[src/rtl/stack_seq_pkg.sv]
// rtl/stack_seq_pkg.sv - shared types and opcode lookups for the stack op sequencer
// Holds the data width, the 3-bit opcode enum, the sequencer state enum and
// the per-opcode lookups (binary, operand need, net push) used by the guard.
package stack_seq_pkg;

    localparam int DATA_W = 8;

    typedef enum logic [2:0] {
        OP_PUSH = 3'b000,
        OP_POP  = 3'b001,
        OP_ADD  = 3'b010,
        OP_SUB  = 3'b011,
        OP_AND  = 3'b100,
        OP_NOT  = 3'b101,
        OP_TOS  = 3'b110,
        OP_DUP  = 3'b111
    } op_e;

    typedef enum logic [2:0] {
        S_IDLE,
        S_POP1,
        S_POP2,
        S_RDTOS,
        S_WAIT,
        S_PUSH,
        S_DONE
    } state_e;

    // Two-operand ops: pop twice before computing.
    function automatic logic is_binary(op_e op);
        return (op == OP_ADD) || (op == OP_SUB) || (op == OP_AND);
    endfunction

    // Number of stack entries the op consumes as operands.
    function automatic logic [1:0] op_needs(op_e op);
        case (op)
            OP_ADD, OP_SUB, OP_AND: return 2'd2;
            OP_PUSH:                return 2'd0;
            default:                return 2'd1;
        endcase
    endfunction

    // Ops that leave the stack one entry deeper, so they need a free slot.
    function automatic logic op_pushes(op_e op);
        return (op == OP_PUSH) || (op == OP_DUP);
    endfunction

endpackage

[src/rtl/stack_op_sequencer_if.sv]
// rtl/stack_op_sequencer_if.sv - command, stack and result bundle of the sequencer
// master: sequencer side (drives cmd_ready, stack controls, result, busy, err).
// slave:  environment side (drives command and stk_dout).
interface stack_op_sequencer_if;
    import stack_seq_pkg::*;

    logic              cmd_valid;
    logic              cmd_ready;
    logic [2:0]        cmd_op;
    logic [DATA_W-1:0] cmd_imm;
    logic              stk_push;
    logic              stk_pop;
    logic              stk_tos;
    logic [DATA_W-1:0] stk_din;
    logic [DATA_W-1:0] stk_dout;
    logic              res_valid;
    logic [DATA_W-1:0] res_data;
    logic              busy;
    logic              err;

    modport master (
        input  cmd_valid, cmd_op, cmd_imm, stk_dout,
        output cmd_ready, stk_push, stk_pop, stk_tos, stk_din,
               res_valid, res_data, busy, err
    );

    modport slave (
        output cmd_valid, cmd_op, cmd_imm, stk_dout,
        input  cmd_ready, stk_push, stk_pop, stk_tos, stk_din,
               res_valid, res_data, busy, err
    );

endinterface

[src/rtl/stack_seq_alu.sv]
// rtl/stack_seq_alu.sv - combinational result unit of the stack op sequencer
// Ports: op (opcode), b (deeper/only operand from stack), opa (top operand),
//        imm (push immediate), res (8-bit wrapping result).
module stack_seq_alu
    import stack_seq_pkg::*;
(
    input  op_e               op,
    input  logic [DATA_W-1:0] b,
    input  logic [DATA_W-1:0] opa,
    input  logic [DATA_W-1:0] imm,
    output logic [DATA_W-1:0] res
);

    always_comb begin
        res = b;
        case (op)
            OP_PUSH: res = imm;
            OP_ADD:  res = b + opa;
            OP_SUB:  res = b - opa;
            OP_AND:  res = b & opa;
            OP_NOT:  res = ~b;
            default: res = b;
        endcase
    end

endmodule

[src/rtl/stack_op_sequencer.sv]
// rtl/stack_op_sequencer.sv - expands stack-machine commands into stack port cycles
// Ports: clk, rst (asynchronous, active-high), bus (stack_op_sequencer_if.master):
//   cmd_valid/cmd_ready/cmd_op/cmd_imm  command handshake
//   stk_push/stk_pop/stk_tos/stk_din/stk_dout  stack port
//   res_valid/res_data  one-cycle result strobe, busy, err
// Parameter DEPTH: stack capacity, must match the stack.
// Optional macro STACK_GUARD_EN: occupancy guard that faults under/overflowing commands.
module stack_op_sequencer
    import stack_seq_pkg::*;
#(
    parameter int DEPTH = 100
) (
    input  logic clk,
    input  logic rst,
    stack_op_sequencer_if.master bus
);

    if (DEPTH < 2) begin : g_bad_depth
        $error("stack_op_sequencer: DEPTH must be at least 2");
    end

    state_e            state;
    state_e            state_n;
    op_e               op_q;
    op_e               cmd_op;
    op_e               alu_op;
    logic [DATA_W-1:0] imm_q;
    logic [DATA_W-1:0] alu_imm;
    logic [DATA_W-1:0] alu_res;
    logic [DATA_W-1:0] opa;
    logic [DATA_W-1:0] res;
    logic [DATA_W-1:0] res_n;
    logic [DATA_W-1:0] res_data;
    logic              cmd_ready;
    logic              busy;
    logic              stk_push;
    logic              stk_pop;
    logic              stk_tos;
    logic              res_valid;
    logic              accept;
    logic              fault;

    assign cmd_op = op_e'(bus.cmd_op);
    // cmd_ready is high only in IDLE, so this also implies state == S_IDLE.
    assign accept = bus.cmd_valid & cmd_ready;

    // In IDLE the ALU sees the live command (only PUSH resolves there);
    // afterwards it works on the latched command.
    assign alu_op  = (state == S_IDLE) ? cmd_op      : op_q;
    assign alu_imm = (state == S_IDLE) ? bus.cmd_imm : imm_q;

    stack_seq_alu u_alu (
        .op  (alu_op),
        .b   (bus.stk_dout),
        .opa (opa),
        .imm (alu_imm),
        .res (alu_res)
    );

`ifdef STACK_GUARD_EN
    localparam int OCC_W = $clog2(DEPTH + 1);

    logic [OCC_W-1:0] occ;
    logic             err_q;

    assign fault = (occ < OCC_W'(op_needs(cmd_op))) ||
                   (op_pushes(cmd_op) && (occ == OCC_W'(DEPTH)));
    assign bus.err = err_q;
`else
    assign fault   = 1'b0;
    assign bus.err = 1'b0;
`endif

    always_comb begin
        state_n = state;
        res_n   = res;
        case (state)
            S_IDLE: begin
                if (accept) begin
                    if (fault) begin
                        state_n = S_DONE;
                        res_n   = '0;
                    end else begin
                        case (cmd_op)
                            OP_PUSH: begin
                                state_n = S_PUSH;
                                res_n   = alu_res;
                            end
                            OP_TOS, OP_DUP: state_n = S_RDTOS;
                            default:        state_n = S_POP1;
                        endcase
                    end
                end
            end
            S_POP1:  state_n = is_binary(op_q) ? S_POP2 : S_WAIT;
            S_POP2:  state_n = S_WAIT;
            S_RDTOS: state_n = S_WAIT;
            S_WAIT: begin
                res_n   = alu_res;
                state_n = ((op_q == OP_POP) || (op_q == OP_TOS)) ? S_DONE : S_PUSH;
            end
            S_PUSH:  state_n = S_DONE;
            S_DONE:  state_n = S_IDLE;
            default: state_n = S_IDLE;
        endcase
    end

    // Outputs are registered from the next state so each one is a pure
    // function of the state it accompanies.
    always_ff @(posedge clk or posedge rst) begin
        if (rst) begin
            state     <= S_IDLE;
            op_q      <= OP_PUSH;
            imm_q     <= '0;
            opa       <= '0;
            res       <= '0;
            res_data  <= '0;
            cmd_ready <= 1'b1;
            busy      <= 1'b0;
            stk_push  <= 1'b0;
            stk_pop   <= 1'b0;
            stk_tos   <= 1'b0;
            res_valid <= 1'b0;
`ifdef STACK_GUARD_EN
            occ       <= '0;
            err_q     <= 1'b0;
`endif
        end else begin
            state <= state_n;
            res   <= res_n;
            if (accept) begin
                op_q  <= cmd_op;
                imm_q <= bus.cmd_imm;
            end
            // stk_dout here is the top element popped during POP1.
            if (state == S_POP2) begin
                opa <= bus.stk_dout;
            end
            cmd_ready <= (state_n == S_IDLE);
            busy      <= (state_n != S_IDLE);
            stk_pop   <= (state_n == S_POP1) || (state_n == S_POP2);
            stk_tos   <= (state_n == S_RDTOS);
            stk_push  <= (state_n == S_PUSH);
            res_valid <= (state_n == S_DONE);
            if (state_n == S_DONE) begin
                res_data <= res_n;
            end
`ifdef STACK_GUARD_EN
            err_q <= accept && fault;
            if (stk_push && !stk_pop) begin
                occ <= occ + 1'b1;
            end else if (stk_pop && !stk_push) begin
                occ <= occ - 1'b1;
            end
`endif
        end
    end

    assign bus.cmd_ready = cmd_ready;
    assign bus.busy      = busy;
    assign bus.stk_push  = stk_push;
    assign bus.stk_pop   = stk_pop;
    assign bus.stk_tos   = stk_tos;
    assign bus.stk_din   = res;
    assign bus.res_valid = res_valid;
    assign bus.res_data  = res_data;

endmodule
[src/flat_wrapper.sv]
// flat-port wrapper written by rule: the top's interface ports become plain ports
module stack_op_sequencer_flat import stack_seq_pkg::*;
#(
    parameter int DEPTH = 100
)
  (clk, rst, bus_cmd_valid, bus_cmd_op, bus_cmd_imm, bus_stk_dout, bus_cmd_ready, bus_stk_push, bus_stk_pop, bus_stk_tos, bus_stk_din, bus_res_valid, bus_res_data, bus_busy, bus_err);
  stack_op_sequencer_if bus_i ();
  input  logic clk;
  input  logic rst;
  input wire logic [$bits(bus_i.cmd_valid)-1:0] bus_cmd_valid;
  input wire logic [$bits(bus_i.cmd_op)-1:0] bus_cmd_op;
  input wire logic [$bits(bus_i.cmd_imm)-1:0] bus_cmd_imm;
  input wire logic [$bits(bus_i.stk_dout)-1:0] bus_stk_dout;
  output wire logic [$bits(bus_i.cmd_ready)-1:0] bus_cmd_ready;
  output wire logic [$bits(bus_i.stk_push)-1:0] bus_stk_push;
  output wire logic [$bits(bus_i.stk_pop)-1:0] bus_stk_pop;
  output wire logic [$bits(bus_i.stk_tos)-1:0] bus_stk_tos;
  output wire logic [$bits(bus_i.stk_din)-1:0] bus_stk_din;
  output wire logic [$bits(bus_i.res_valid)-1:0] bus_res_valid;
  output wire logic [$bits(bus_i.res_data)-1:0] bus_res_data;
  output wire logic [$bits(bus_i.busy)-1:0] bus_busy;
  output wire logic [$bits(bus_i.err)-1:0] bus_err;
  assign bus_i.cmd_valid = bus_cmd_valid;
  assign bus_i.cmd_op = bus_cmd_op;
  assign bus_i.cmd_imm = bus_cmd_imm;
  assign bus_i.stk_dout = bus_stk_dout;
  assign bus_cmd_ready = bus_i.cmd_ready;
  assign bus_stk_push = bus_i.stk_push;
  assign bus_stk_pop = bus_i.stk_pop;
  assign bus_stk_tos = bus_i.stk_tos;
  assign bus_stk_din = bus_i.stk_din;
  assign bus_res_valid = bus_i.res_valid;
  assign bus_res_data = bus_i.res_data;
  assign bus_busy = bus_i.busy;
  assign bus_err = bus_i.err;
  stack_op_sequencer #(.DEPTH(DEPTH)) u_core (.clk(clk), .rst(rst), .bus(bus_i));
endmodule
[config.mk]
export PLATFORM = sky130hd
export DESIGN_NAME = stack_op_sequencer_flat
export DESIGN_NICKNAME = d
export VERILOG_FILES = /design/src/rtl/stack_seq_pkg.sv /design/src/rtl/stack_op_sequencer_if.sv /design/src/rtl/stack_seq_alu.sv /design/src/rtl/stack_op_sequencer.sv /design/src/flat_wrapper.sv
export SDC_FILE = /design/constraint.sdc
export NUM_CORES = 1
export LEC_CHECK = 0
export CAP_MARGIN = 20
export CORE_UTILIZATION = 30
export DETAILED_ROUTE_END_ITERATION = 8
export GPL_TIMING_DRIVEN = 1
export PLACE_DENSITY = 0.52
export SLEW_MARGIN = 40
export SYNTH_ARGS = -nofsm -noshare
export SYNTH_HDL_FRONTEND = slang
export SYNTH_HIERARCHICAL = 1
export SYNTH_SLANG_ARGS = --single-unit
[constraint.sdc]
create_clock -name clk -period 8.8 [get_ports clk]
set_input_delay 1.76 -clock clk [delete_from_list [all_inputs] [get_ports clk]]
set_output_delay 1.76 -clock clk [all_outputs]
set_load 0.02 [all_outputs]
Word level (Yosys, flattened, before mapping)
Index checks and enable logic that the tools add are counted.
Cells by class
  add/subtract/negate cells: 2
  equal/unequal tests: 21
  mux-type cells: 11
  bitwise gates (word level): 3
  reduce and logical (&&, ||, !) cells: 11
Operators with widths (number)
  8-bit case mux with 5 select lines: 1
  3-bit == test, second input constant: 10
  3-bit by 2-bit == test with 1-bit output, second input constant: 8
  8-bit two-way mux: 3
  8-bit case mux with 2 select lines: 1
  3-bit case mux with 5 select lines: 1
  3-bit logical NOT: 4
  3-bit by 1-bit == test with 1-bit output, second input constant: 3
  3-bit two-way mux: 3
  8-bit adder: 1
  8-bit AND: 1
  8-bit inverter: 1
  8-bit subtractor: 1
  3-bit case mux with 2 select lines: 1
  1-bit logical OR: 4
  2-bit OR reduction: 2
  3-bit nonzero test: 1
  2-bit two-way mux: 1
  1-bit AND: 1
Storage, ports and cells
  register bits after elaboration: 44
  input port bits: 22
  output and inout port bits: 23

Depth between registers and ports, before layout
Gate-level depths: netlist (run 1).
  depth in word-level cells: 7
  gate-level depth with buffers: 19
  mapped depth without buffers: 16

By module
The synthesis (run 1) kept the hierarchy.
By module, submodules not included
  stack_op_sequencer: instances 1, cells each 129, area an instance 1883.1 sq um, seq. area each 1102.3 sq um
  stack_seq_alu: instances 1, cells each 130, area an instance 874.6 sq um, seq. area each 0.0 sq um

Worst setup path before layout (run 1)
Ideal clock, no wire load.
  path kind: input-to-reg
  start: input bus_cmd_op[2]
  end: register u_core.res_data[7], in the netlist u_core/bus.res_data[7]
  arrival: 4.300 ns
  setup slack: 4.375 ns
  stages: 16
  cells stage by stage: mux2_2 -> buf_2 -> inv_2 -> nand2_2 -> nor2_1 -> nor2_1 -> xnor2_1 -> ha_1 -> a21oi_1 -> nand2_1 -> a31oi_1 -> o21ai_1 -> xnor2_1 -> a21oi_1 -> mux2_2 -> mux2_2
On the way
  cells in the longest elaborated chain, start to end: 6
  elaborated cells between the ends (all ways): 18
RTL lines
  from (decl): line flat_wrapper.sv:11  | input wire logic [$bits(bus_i.cmd_op)-1:0] bus_cmd_op;
  3-bit two-way mux *: line stack_op_sequencer.sv:49  | assign alu_op = (state == S_IDLE) ? cmd_op : op_q;
  3-bit == test (tied with other cells): line stack_seq_alu.sv:16  | case (op)
  8-bit case mux with 5 select lines *: line stack_seq_alu.sv:16
  net u_core.alu_res[7]: line stack_op_sequencer.sv:29  | logic [DATA_W-1:0] alu_res;
  8-bit two-way mux: line stack_op_sequencer.sv:84  | case (cmd_op)
  8-bit two-way mux: line stack_op_sequencer.sv:79  | if (accept) begin
  8-bit case mux with 2 select lines *: line stack_op_sequencer.sv:77  | case (state)
  net u_core.res_n[7]: line stack_op_sequencer.sv:32  | logic [DATA_W-1:0] res_n;
  to (signal assigned): line stack_op_sequencer.sv:146  | res_data <= res_n;
  to (decl): line stack_op_sequencer.sv:33  | logic [DATA_W-1:0] res_data;
Mark *: on every way through the listed nets, which the timed path passes. The rest lies on a longest branch.
A chain may end at the register's enable or synchronous reset.

Final worst setup path (run 1)
  start: input bus_cmd_op[2]
  end: register u_core.res_data[7], in the netlist u_core/bus.res_data[7]
On the way
  cells in the longest elaborated chain, start to end: 6
  elaborated cells between the ends (all ways): 18
RTL lines
  3-bit two-way mux *: line stack_op_sequencer.sv:49
  net u_core.alu_op[2]: line stack_op_sequencer.sv:26  | op_e alu_op;
  3-bit == test (tied with other cells): line stack_seq_alu.sv:16
  8-bit case mux with 5 select lines *: line stack_seq_alu.sv:16
  net u_core.alu_res[7]: line stack_op_sequencer.sv:29
  8-bit two-way mux: line stack_op_sequencer.sv:84
  8-bit two-way mux: line stack_op_sequencer.sv:79
  8-bit case mux with 2 select lines *: line stack_op_sequencer.sv:77
  net u_core.res_n[7]: line stack_op_sequencer.sv:32
Marks and branches as above.

==> results.json, run 1 <==
{
  "synth_fp_nets": 291,
  "drc": 3,
  "crit_top_cell": "mux2_2",
  "grt_max_degree": 45,
  "ctsHoldBuffers": 0,
  "timing.final.crit_period_ns": 4.994,
  "cts_buffers": 5,
  "pwr-share-seq_pct": 25.0,
  "synth_edf_count": 0,
  "fin_cells": 407,
  "tns_ns": 0,
  "cts_setup_buffers": 0,
  "crit_path_max_fanout": 18,
  "vias_per_cell": 5.057,
  "grt_overflow": 0,
  "initial_core_util_pct": 31.32,
  "path_delay_family": "multiplexers",
  "powerDensity_nw_per_um2": 457.4,
  "switching_share_pct": 44.30,
  "drt-initial-drc-count": 104,
  "multiInputGateArea_um2": 1524,
  "antenna_found_initial": 0,
  "final_cell_mix": "mux2_2, clkdlybuf4s50_1, dfrtp_1",
  "fill_cells": 860,
  "die_h_um": 97.88,
  "rsz0062_at_grt": "no",
  "status": "finished, violations left",
  "p_leak_uw": 0.001365,
  "synth_cells": 259,
  "htree_num_levels": 2,
  "tritoncts": "built",
  "power_switching_uw": 676.1,
  "clockBufferDepth": 2,
  "end_kind": "flip-flop",
  "finalSetupViolCount": 0,
  "grt_pass1_vias": 2180,
  "final_common_cell": "mux2_2",
  "max_stage_delay_ns": 0.47,
  "path_buf_inv": 2,
  "violations": "design-rule violations",
  "area_growth_pct": 21.01,
  "dp.cells": 399,
  "nNetsFinal": 330,
  "placement_rows": 34,
  "gp_routability_congestion": 0.8371,
  "coreArea_um2": 8806,
  "drtPass1Iterations": 6,
  "worst_ep_arrival_time_ns": 5.18,
  "clkSinkCount": 44,
  "report.final.slew_viol_count": 0,
  "finClkSkew_ns": 0.007260,
  "crit_type": "in -> reg",
  "holdCritPathClass": "reg -> reg",
  "fin_crit_sh_pct": 56.75,
  "cts_resized": 0,
  "total_power_uw": 1526,
  "p_int_uw": 850.1,
  "ys_dominant_reg_cell": "dfrtp_1",
  "cap_violations": 0,
  "synth-async-reset-ratio_pct": 100.0,
  "grt_use_total_pct": 14.26,
  "fp.dieW_um": 97.88,
  "fmax_ghz": 0.2002,
  "relSlewSlack_pct": 49.47,
  "vdd_ir_drop_max_uv": 196.8,
  "grt_pass1_wl_um": 10890,
  "drt-total-wl_um": 6438,
  "post-route-util_pct": 37.89,
  "synth_seq_area_share_pct": 39.97,
  "post_drt_wl_per_cell_um": 15.82,
  "synth_warnings": 6,
  "drive_gt1_share_pct": 23.75,
  "antenna_cells": 0,
  "dp_hpwl_um": 4707,
  "clock_latency_ns": 0.30,
  "postSynthAreaPerCell_um2": 10.65,
  "ant_nets": 0,
  "vias": 2058,
  "clock-root-buffer": "clkbuf_8",
  "regArea_um2": 1102,
  "p_comb_share_pct": 66.6,
  "die_area_um2": 9580,
  "ys_ff_latch": 44,
  "ys_types": 54,
  "cp.required_ns": 8.99,
  "cpMaxStageDelayCell": "clkdlybuf4s50_1",
  "cts.clk_slew.worst_paths_ns": 0.09,
  "worstMarginPinSlew_ns": 0.7538,
  "syn_area_um2": 2758,
  "p_clk_share_pct": 8.4,
  "crit_chain": "clkdlybuf4s50_1 > mux2_2 > inv_2 > nand2_2 > nor2_1 > nor2_1 > xnor2_1 > ha_1 > a21oi_1 > nand2_1 > a31oi_1 > o21ai_1 > xnor2_1 > a21oi_1 > mux2_2 > mux2_2",
  "crit_path_start_kind": "primary input",
  "top_level_ports": 45,
  "final-hold-violation-count": 0,
  "port_buffers": 43
}
worst register-to-register path, delay by kind of cell, from the launching register on:
family | cells | cell delay (ns)
adder cells (fa/ha/maj) | 1 | 0.33
buffers and inverters | 2 | 0.39
AND/OR/NAND/NOR | 5 | 0.78
flip-flops | 1 | 0.50
XOR/XNOR | 2 | 0.28
AO/OA/AOI/OAI | 4 | 0.65
multiplexers | 3 | 1.02
cell type report:
type	instances	share of cell area [%]
Clock buffer	7	2.287
Sequential cell	44	33.03
Tap cell	108	4.050
Multi-Input combinational cell	190	45.67
Clock inverter	1	0.2625
Inverter	12	1.350
Timing Repair Buffer	45	13.35
state kept, by name (all words and copies together), names as in the netlist:
name / flops
u_core/opa: 8
u_core/bus.busy: 1
u_core/bus.res_data: 8
u_core/bus.stk_din: 8
u_core/bus.stk_tos: 1
u_core/bus.res_valid: 1
u_core/bus.stk_pop: 1
u_core/state: 3
u_core/op_q: 3
u_core/bus.stk_push: 1
u_core/imm_q: 8
u_core/bus.cmd_ready: 1
routing by layer:
metal	global-route usage, %	up-vias	wire, µm
met5	0	-	0
met4	4.662	0	88
met3	2.505	6	269
met2	23.24	47	3000
met1	19.12	998	3079
li1	-	1007	-
path summary, 6_finish.rpt:
check	from	end	slack, ns	depth (start not counted)
worst max-delay path	bus_cmd_op[2]	u_core/bus.res_data[7]	3.81	16
worst min-delay path	u_core/imm_q[0]	u_core/imm_q[0]	0.51	1
worst max register to register	u_core/state[0]	u_core/bus.res_data[7]	4.71	17
worst min register to register	u_core/imm_q[0]	u_core/imm_q[0]	0.51	1
max in group asynchronous	rst	u_core/opa[2]	6.52	3
min in group asynchronous	rst	u_core/bus.stk_tos	1.90	3
through the flow:
| stage | hold slack (ns) | worst slack, ns | instance area, µm² |
|---|---|---|---|
| after floorplan | 0.4753 | 4.375 | 2758 |
| after global placement | 0.4867 | 3.615 | 3252 |
| after detailed placement | 0.4942 | 3.559 | 3252 |
| after CTS | 0.5149 | 3.852 | 3337 |
| after global routing | 0.5325 | 3.578 | 3337 |
| final | 0.5126 | 3.806 | 3337 |
cell usage after synthesis (6+ instances only):
| cell type | count | area, µm² |
|---|---|---|
| mux2_2 | 48 | 540.5 |
| dfrtp_1 | 43 | 1076 |
| nand2_1 | 20 | 75.07 |
| nor2_1 | 14 | 52.55 |
| a21oi_1 | 11 | 55.05 |
| xnor2_1 | 10 | 87.58 |
| ha_1 | 9 | 112.6 |
| inv_1 | 9 | 33.78 |
| o21ai_0 | 8 | 40.04 |
| o21ai_1 | 7 | 35.03 |
| mux2i_1 | 6 | 60.06 |
| nor3_1 | 6 | 30.03 |
cells by family (layout without fill, tap and decap cells):
group | after synthesis | count (layout) | share of synthesized area [%]
other | 1 | 1 | 0.1360
flip-flops | 44 | 44 | 39.97
buffers and inverters | 25 | 65 | 4.763
XOR/XNOR | 12 | 12 | 3.811
adder cells (fa/ha/maj) | 10 | 10 | 4.810
AND/OR/NAND/NOR | 62 | 62 | 11.89
AO/OA/AOI/OAI | 51 | 51 | 12.84
multiplexers | 54 | 54 | 21.78
power groups by stage:
stage | combinational (µW) | clock [µW] | sequential (µW)
final | 1020 | 128 | 381
after global routing | 1120 | 141 | 399
after CTS | 1020 | 134 | 382
after detailed placement | 1010 | 0 | 385
after global placement | 1010 | 0 | 383
after floorplan | 751 | 0 | 409
Power figures use the tool's default switching activity.
==> run 2, diff against run 1 <==
Clock period 8.8 ns to 5.2 ns, I/O delays scaled along.
==> run 2 against run 1 <==
Against the previous run:
- clock power grew 86%
- wire length decreased by 0.90%
- first-iteration DRC count rose by 24%
- the flow still finishes with violations (design-rule violations)
- cell area grew 0.34%
- combinational power rose by 69%
==> results.json, run 2 (synthesis results as in run 1) <==
{
  "status": "finished, violations left",
  "violations": "design-rule violations",
  "p_leak_uw": 0.001374,
  "dp_hpwl_um": 4722,
  "placement_rows": 34,
  "reg2reg_from": "u_core/state[0]",
  "holdPathEnd": "u_core/imm_q[6]",
  "grt_overflow": 0,
  "nNetsFinal": 330,
  "multiInputGateArea_um2": 1524,
  "fin_crit_sh_pct": 81.72,
  "drtPass1Iterations": 6,
  "final_cell_mix": "mux2_2, clkdlybuf4s50_1, dfrtp_1",
  "rsz0062_at_grt": "no",
  "crit_top_cell": "mux2_2",
  "cap_violations": 0,
  "ctsHoldBuffers": 0,
  "ant_nets": 0,
  "tritoncts": "built",
  "rr_worst_depth": 17,
  "die_area_um2": 9580,
  "finalSetupViolCount": 0,
  "drive_gt1_share_pct": 24.41,
  "grt_use_total_pct": 14.59,
  "report.final.slew_viol_count": 0,
  "placed_area_um2": 3252,
  "timing.final.ws_setup_ns": 0.9504,
  "tns_ns": 0,
  "final-hold-violation-count": 0,
  "relSlewSlack_pct": 46.92,
  "cts_setup_buffers": 0,
  "crit_path_start_kind": "primary input",
  "antenna_cells": 0,
  "cts.clk_slew.worst_paths_ns": 0.09,
  "cp.required_ns": 5.40,
  "fmax_ghz": 0.2353,
  "crit_chain": "clkdlybuf4s50_1 > mux2_2 > inv_2 > nand2_2 > nor2_1 > nor2_1 > xnor2_1 > ha_1 > a21oi_1 > nand2_1 > a31oi_1 > o21ai_1 > xnor2_1 > a21oi_1 > mux2_2 > mux2_2",
  "powerDensity_nw_per_um2": 775.8,
  "initial_core_util_pct": 31.32,
  "cpMaxStageDelayCell": "clkdlybuf4s50_1",
  "drt-initial-drc-count": 129,
  "antenna_found_initial": 0,
  "final_common_cell": "mux2_2",
  "vdd_ir_drop_max_uv": 283.8,
  "crit_path_max_fanout": 18,
  "crit_type": "in -> reg",
  "min_path_cells": 1,
  "fin_area_um2": 3348,
  "gp_routability_congestion": 0.8366,
  "max_stage_delay_ns": 0.46,
  "top_level_ports": 45,
  "finClkSkew_ns": 0.006455,
  "clock_latency_ns": 0.30,
  "hold_start": "u_core/imm_q[6]",
  "cts_resized": 0,
  "vias_per_cell": 5.091,
  "clock-root-buffer": "clkbuf_8",
  "end_kind": "flip-flop",
  "timing.final.crit_period_ns": 4.250,
  "grt_max_degree": 45,
  "holdCritPathClass": "reg -> reg",
  "grt_pass1_vias": 2174,
  "r2r-end": "u_core/bus.res_data[7]",
  "pre_cts_ws_ns": 0.6867,
  "cts_buffers": 5,
  "regArea_um2": 1102,
  "coreArea_um2": 8806,
  "grt_pass1_wl_um": 11160,
  "reg2reg_slack_ns": 1.13,
  "fp.dieW_um": 97.88,
  "clkSinkCount": 44,
  "post-route-util_pct": 38.02,
  "worstMarginPinSlew_ns": 0.7919,
  "clockBufferDepth": 2,
  "worst_ep_arrival_time_ns": 4.45,
  "htree_num_levels": 2,
  "fill_cells": 859,
  "area_growth_pct": 21.42,
  "port_buffers": 43,
  "drt-total-wl_um": 6380,
  "die_h_um": 97.88,
  "drc": 3,
  "post_drt_wl_per_cell_um": 15.68,
  "vias": 2072
}
[run 2: cell types whose count changed in the layout (fill, tap and decap cells not counted), sizes merged]
cell | before | now
clkbuf | 7 | 6
inv | 11 | 12
[run 2: cell type report]
cell class                      count  area share [%]
Inverter                           12           1.345
Sequential cell                    44           32.92
Clock buffer                        6           2.466
Clock inverter                      2          0.4111
Multi-Input combinational cell    190           45.52
Tap cell                          108           4.036
Timing Repair Buffer               45           13.30
[run 2: where the power goes]
part / internal (µW) / switching, µW
sequential: 510 / 134
clock: 109 / 129
combinational: 832 / 884
total: 1450 / 1150
[run 2: routing by layer]
metal / share of wire [%] / wire (µm) / track usage [%]
met4: 1.6 / 105 / 4.895
met2: 47 / 2976 / 23.08
met1: 47 / 3026 / 20.04
met5: 0 / 0 / 0
met3: 4.3 / 272 / 2.649
[run 2: worst max path at each step]
stage / startpoint / end / depth (start not counted)
finish: bus_cmd_op[2] / u_core/bus.res_data[7] / 16
detailed placement: bus_cmd_op[2] / u_core/bus.res_data[7] / 16
global route: bus_cmd_op[2] / u_core/bus.res_data[7] / 16
global placement: bus_cmd_op[2] / u_core/bus.res_data[7] / 16
floorplan: u_core/state[0] / u_core/bus.res_data[7] / 19
CTS: bus_cmd_op[2] / u_core/bus.res_data[7] / 16
[run 2: critical path: cells and delay by family]
kind / cells / cell delay [ns]
muxes: 3 / 0.96
buffers and inverters: 2 / 0.61
and+or+nand+nor: 4 / 0.56
AOI/OAI and AO/OA: 4 / 0.67
adders and majority gates: 1 / 0.33
xor gates and xnor gates: 2 / 0.27
[run 2: per-stage QoR]
step | hold WS [ns] | instances | total power [µW]
global route | 0.5326 | 407 | 2836
finish | 0.5123 | 407 | 2598
detailed placement | 0.4904 | 399 | 2369
global placement | 0.4867 | 399 | 2361
floorplan | 0.4753 | 259 | 1963
CTS | 0.5150 | 407 | 2624
